===== config.mk =====
export PLATFORM = sky130hd
export DESIGN_NAME = viterbi_decoder
export DESIGN_NICKNAME = d
export VERILOG_FILES = /design/src/rtl/viterbi_pkg.sv /design/src/rtl/viterbi_acs.sv /design/src/rtl/viterbi_decoder.sv
export SDC_FILE = /design/constraint.sdc
export NUM_CORES = 2
export LEC_CHECK = 0
export ABC_AREA = 1
export CAP_MARGIN = 20
export CELL_PAD_IN_SITES_DETAIL_PLACEMENT = 1
export CELL_PAD_IN_SITES_GLOBAL_PLACEMENT = 1
export CORE_ASPECT_RATIO = 1.25
export CORE_MARGIN = 5
export CORE_UTILIZATION = 37
export CTS_CLUSTER_DIAMETER = 40
export CTS_CLUSTER_SIZE = 24
export DETAILED_ROUTE_END_ITERATION = 16
export DONT_BUFFER_PORTS = 1
export GPL_ROUTABILITY_DRIVEN = 0
export GPL_TIMING_DRIVEN = 0
export PLACE_DENSITY_LB_ADDON = 0.1
export RECOVER_POWER = 25
export SYNTH_ARGS = -nofsm -noshare
export SYNTH_HDL_FRONTEND = slang
export SYNTH_HIERARCHICAL = 1
export SYNTH_SLANG_ARGS = --single-unit

===== constraint.sdc =====
create_clock -name clk -period 18.4 [get_ports clk]
set_clock_uncertainty 0.15 [all_clocks]
set_input_delay 1.84 -clock clk [delete_from_list [all_inputs] [get_ports clk]]
set_output_delay 1.84 -clock clk [all_outputs]
set_load 0.005 [all_outputs]

===== src/rtl/viterbi_pkg.sv =====
// Shared constants, metric type and trellis helper for the
// rate-1/2 K=5 hard-decision Viterbi decoder.
package viterbi_pkg;

    localparam int K        = 5;
    localparam int NSTATES  = 16;
    localparam int PM_W_DEF = 6;

    localparam logic [K-1:0] G0_DEF = 5'b11101;
    localparam logic [K-1:0] G1_DEF = 5'b10011;

    typedef logic [PM_W_DEF-1:0] pm_t;
    typedef logic [1:0]          bm_t;

    // Symbol the encoder emits when bit b enters from state s.
    function automatic logic [1:0] exp_sym(
        input logic [K-1:0] g0,
        input logic [K-1:0] g1,
        input logic [3:0]   s,
        input logic         b
    );
        logic [K-1:0] r;
        r = {s, b};
        return {^(r & g1), ^(r & g0)};
    endfunction

endpackage


===== src/rtl/viterbi_acs.sv =====
// One trellis state: add-compare-select with metric
// normalisation and register-exchange survivor.
module viterbi_acs
    import viterbi_pkg::*;
#(
    parameter int         PM_W     = PM_W_DEF,
    parameter int         TB_DEPTH = 32,
    parameter logic [3:0] NS       = 4'd0
) (
    input  logic                clk,
    input  logic                rst_n,
    input  logic                en_i,
    input  logic                norm_i,
    input  logic [PM_W-1:0]     pm0_i,
    input  logic [PM_W-1:0]     pm1_i,
    input  bm_t                 bm0_i,
    input  bm_t                 bm1_i,
    input  logic [TB_DEPTH-1:0] surv0_i,
    input  logic [TB_DEPTH-1:0] surv1_i,
    output logic [PM_W-1:0]     pm_o,
    output logic [TB_DEPTH-1:0] surv_o
);

    localparam logic [PM_W-1:0] PM_RST =
        (NS == 4'd0) ? '0 : {2'b01, {(PM_W-2){1'b0}}};

    logic [PM_W-1:0]     c0, c1, pm_d, pm_q;
    logic [TB_DEPTH-1:0] ssel, surv_d, surv_q;
    logic                sel;

    always_comb begin
        c0 = pm0_i + PM_W'(bm0_i);
        c1 = pm1_i + PM_W'(bm1_i);
        if (norm_i) begin
            c0[PM_W-1] = 1'b0;
            c1[PM_W-1] = 1'b0;
        end
        // Strict compare: ties resolve to the x=0 predecessor.
        sel    = c1 < c0;
        pm_d   = sel ? c1 : c0;
        ssel   = sel ? surv1_i : surv0_i;
        surv_d = {ssel[TB_DEPTH-2:0], NS[0]};
    end

    always_ff @(posedge clk or negedge rst_n) begin
        if (!rst_n) begin
            pm_q   <= PM_RST;
            surv_q <= '0;
        end else if (en_i) begin
            pm_q   <= pm_d;
            surv_q <= surv_d;
        end
    end

    assign pm_o   = pm_q;
    assign surv_o = surv_q;

endmodule


===== src/rtl/viterbi_decoder.sv =====
// Hard-decision Viterbi decoder: 16 ACS units, best-state
// search and the registered decoded-bit output.
module viterbi_decoder
    import viterbi_pkg::*;
#(
    parameter int           PM_W     = PM_W_DEF,
    parameter int           TB_DEPTH = 32,
    parameter logic [K-1:0] G0       = G0_DEF,
    parameter logic [K-1:0] G1       = G1_DEF
) (
    input  logic       clk,
    input  logic       rst_n,
    input  logic [1:0] code_in,
    input  logic       code_valid,
    output logic       data_out,
    output logic       data_valid
);

    localparam int CW = $clog2(TB_DEPTH + 1);

    logic [PM_W-1:0]     pm   [NSTATES];
    logic [TB_DEPTH-1:0] surv [NSTATES];
    logic [NSTATES-1:0]  msb;
    logic                norm;
    logic [3:0]          best;
    logic [PM_W-1:0]     best_pm;
    logic [CW-1:0]       cnt_q;
    logic                data_out_q, data_valid_q;

    assign norm = &msb;

    for (genvar g = 0; g < NSTATES; g++) begin : g_st
        localparam logic [3:0] NS = 4'(g);
        localparam logic [3:0] P0 = {1'b0, NS[3:1]};
        localparam logic [3:0] P1 = {1'b1, NS[3:1]};
        localparam bm_t E0 = exp_sym(G0, G1, P0, NS[0]);
        localparam bm_t E1 = exp_sym(G0, G1, P1, NS[0]);

        bm_t d0, d1, bm0, bm1;
        assign d0  = code_in ^ E0;
        assign d1  = code_in ^ E1;
        assign bm0 = {1'b0, d0[0]} + {1'b0, d0[1]};
        assign bm1 = {1'b0, d1[0]} + {1'b0, d1[1]};
        assign msb[g] = pm[g][PM_W-1];

        viterbi_acs #(
            .PM_W     (PM_W),
            .TB_DEPTH (TB_DEPTH),
            .NS       (NS)
        ) u_acs (
            .clk     (clk),
            .rst_n   (rst_n),
            .en_i    (code_valid),
            .norm_i  (norm),
            .pm0_i   (pm[P0]),
            .pm1_i   (pm[P1]),
            .bm0_i   (bm0),
            .bm1_i   (bm1),
            .surv0_i (surv[P0]),
            .surv1_i (surv[P1]),
            .pm_o    (pm[g]),
            .surv_o  (surv[g])
        );
    end

    always_comb begin
        best    = 4'd0;
        best_pm = pm[0];
        for (int i = 1; i < NSTATES; i++) begin
            if (pm[i] < best_pm) begin
                best_pm = pm[i];
                best    = 4'(i);
            end
        end
    end

    always_ff @(posedge clk or negedge rst_n) begin
        if (!rst_n) begin
            cnt_q        <= '0;
            data_out_q   <= 1'b0;
            data_valid_q <= 1'b0;
        end else if (code_valid) begin
            data_out_q   <= surv[best][TB_DEPTH-1];
            data_valid_q <= (cnt_q == CW'(TB_DEPTH));
            if (cnt_q != CW'(TB_DEPTH)) cnt_q <= cnt_q + 1'b1;
        end else begin
            data_valid_q <= 1'b0;
        end
    end

    assign data_out   = data_out_q;
    assign data_valid = data_valid_q;

endmodule


==> impl_results.md <==
* Root Driver: clkbuf_16
* Port Buffers at 0
* CP startpoint kind: flip-flop
* Commonest cells in the netlist: 2556 x nand2_1, 1129 x inv_1, 593 x dfrtp_1, 577 x nand3_1, 345 x nor2_1
* Number of flops mapped to enable cells by yosys at 0
* Antenna violations before repair at 3
* Synth unique cells at 40
* Die Area at 0.124 mm^2
* Crit path max-delay family: simple AND/OR/NAND/NOR gates
* Post-DRT Antenna Nets at 0
* Synth Cell Area at 0.0433 mm^2
* Net count after synthesis at 6699
* WP buf/inv at 20
* Slew Viols, Final at 361
* Relative slew slack at -561%
* DP HPWL at 122 mm
* CTS tree: done
* Crit path time final at 17460 ps
* First-pass DRT Iterations at 5
* Row count at 140
* Share of layout cells above drive strength 1 at 11.6%
* Fmax at 57.3 MHz
* DR WL/cell at 18.8 um
* CTS HTree Levels at 3
* Overflow left after global routing at 0
* Die width at 316 um
* Post-Synthesis Cells at 6466
* Measured slew at the worst slew-check pin at 9910 ps
* Run status: finished, violations left
* Share of the synthesized area in the top cell type at 34.3%
* Synth area leader: dfrtp_1
* Drc violations at 0
* Largest cells by area after synthesis: dfrtp_1 34%, nand2_1 22%, inv_1 9.8%
* Pin count of the biggest net entering global routing at 609
* Synth Warn # at 6
* Final Hold Violating Endpoints at 0
* CP arrival at 17930 ps
* Kind of critical path: flip-flop to flip-flop
* Worst Hold Class: flip-flop to flip-flop
* Final setup violating endpoints at 0
* Initial Util at 37.2%
* Ys flop type: dfrtp_1
* Crit end category: flip-flop
* Core area at 0.116 mm^2
* Syn Area/Cell at 6.70 um^2
* FILL cells at 14900
* Vias in the first global route at 41400
* Final instance area at 0.0507 mm^2
* Max Cap Violations at 2
* Initial drt markers at 1870
* Nets at 6888
* Die H at 393 um
* Worst-Skew Late Latency at 720 ps
* Clock sink count at 608
* Crit-path slowest cell: dfstp_2
* Area post-placement at 0.0454 mm^2
* Overall routed net length at 156 mm
* # IOs at 7
* Post-layout util at 43.5%
* Share of the yosys chip area belonging to registers at 35.2%
* Area grow syn2layout at 17.1%
* Cell mode on critical path: nand2_1
* First-pass GRT wire length at 243 mm
* Worst path max stage delay at 590 ps
* WP data required at 18860 ps
* Vias/cell at 4.77
* Clk buf depth at 3
* Inserted Clock Buffers at 115
* Violated checks: capacitance limit, slew limit
* Total track usage at 25.2%
* CTS Hold Bufs at 0
* Final Cycle Share at 94.9%
* TNS Setup at 0 ps
* CP max FO at 11
* Yosys reg bits at 608
* Worst-path clk slew at 60 ps
* Most numerous cell in the Yosys netlist: nand2_1
* Hold slack at 339 ps
* Post-synth ARST share at 100%
* DR vias at 39700
==> final cells by class <==
| type | instances | area, um^2 | area share, % |
|---|---|---|---|
| Timing Repair Buffer | 74 | 653 | 1.29 |
| Antenna cell | 1 | 2.50 | 0.00493 |
| Clock inverter | 87 | 1290 | 2.55 |
| Buffer | 238 | 1740 | 3.43 |
| Tap cell | 1562 | 1950 | 3.85 |
| Clock buffer | 133 | 3070 | 6.05 |
| Sequential cell | 608 | 15200 | 30.1 |
| Multi-Input combinational cell | 4454 | 22400 | 44.1 |
| Inverter | 1164 | 4370 | 8.62 |
==> flip-flops by register name (all words and copies together), names as in the netlist <==
signal and flops:
data_out 1, data_valid 1, g_st.u_acs/pm_o 96, cnt_q 6, g_st.u_acs/surv_o 504
==> final timing paths <==
kind                                           startpoint                         to  slack (ps)  cells past startpoint
worst max-delay path                g_st[1].u_acs/pm_o[4]                   data_out         940                    122
worst min-delay path            g_st[10].u_acs/surv_o[31]  g_st[10].u_acs/surv_o[31]         340                      2
worst max register to register      g_st[1].u_acs/pm_o[4]                   data_out         940                    122
worst min register to register  g_st[10].u_acs/surv_o[31]  g_st[10].u_acs/surv_o[31]         340                      2
max in group asynchronous                           rst_n   g_st[2].u_acs/surv_o[20]        7560                      1
min in group asynchronous                           rst_n      g_st[0].u_acs/pm_o[3]         670                      0
==> routing by layer <==
metal	wire (um)	track usage, %
met1	70900	32.7
met2	76600	44.6
met5	13	0
met3	4160	2.43
met4	4730	7.88
==> cell usage in the layout, fill, tap and decap left out, drive strengths merged, types with 22 or more instances in the layout <==
cell	n
a21oi	42
buf	230
bufinv	22
clkbuf	215
clkinv	27
dfrtp	593
fa	32
ha	196
inv	1190
nand2	2699
nand3	611
nor2	375
o21ai	347
xnor2	50
xor2	51
==> through the flow <==
step | worst slack [ps] | std cells
5_1_grt | -80.5 | 8320
6_report | 937 | 8321
3_3_place_gp | -2700 | 8028
4_1_cts | 21.3 | 8274
3_5_place_dp | -2980 | 8035
2_1_floorplan | 1720 | 6466
==> cells by family (layout without fill, tap and decap cells) <==
| logic type | Yosys count | count (layout) | synth area share, % |
|---|---|---|---|
| and+or+nand+nor | 3718 | 3718 | 36.2 |
| buffers and inverters | 1404 | 1696 | 14.1 |
| DFF | 608 | 608 | 35.2 |
| AOI/OAI and AO/OA | 399 | 399 | 5.34 |
| adders and majority gates | 228 | 228 | 7.14 |
| xor gates and xnor gates | 101 | 101 | 2.04 |
| other | 8 | 9 | 0.0693 |
==> worst register-to-register path: cells and delay by family (launching register included) <==
kind | cells | cell delay (ps)
compound gates | 23 | 3180
buf+inv | 20 | 2580
simple gates | 64 | 6330
flops | 1 | 590
fa+ha+maj | 15 | 4510
==> repair_timing <==
| action | in CTS | in global routing |
|---|---|---|
| gates resized for setup | 58 | 72 |
| setup endpoints to repair | 1 | 1 |
| buffers inserted | 19 | 44 |
| pin swaps | 15 | 42 |
| gates cloned | 0 | 1 |
Power is left out: the tool's default activity adds up to more than one toggle a clock period on the data nets, which glitch-free logic cannot reach.
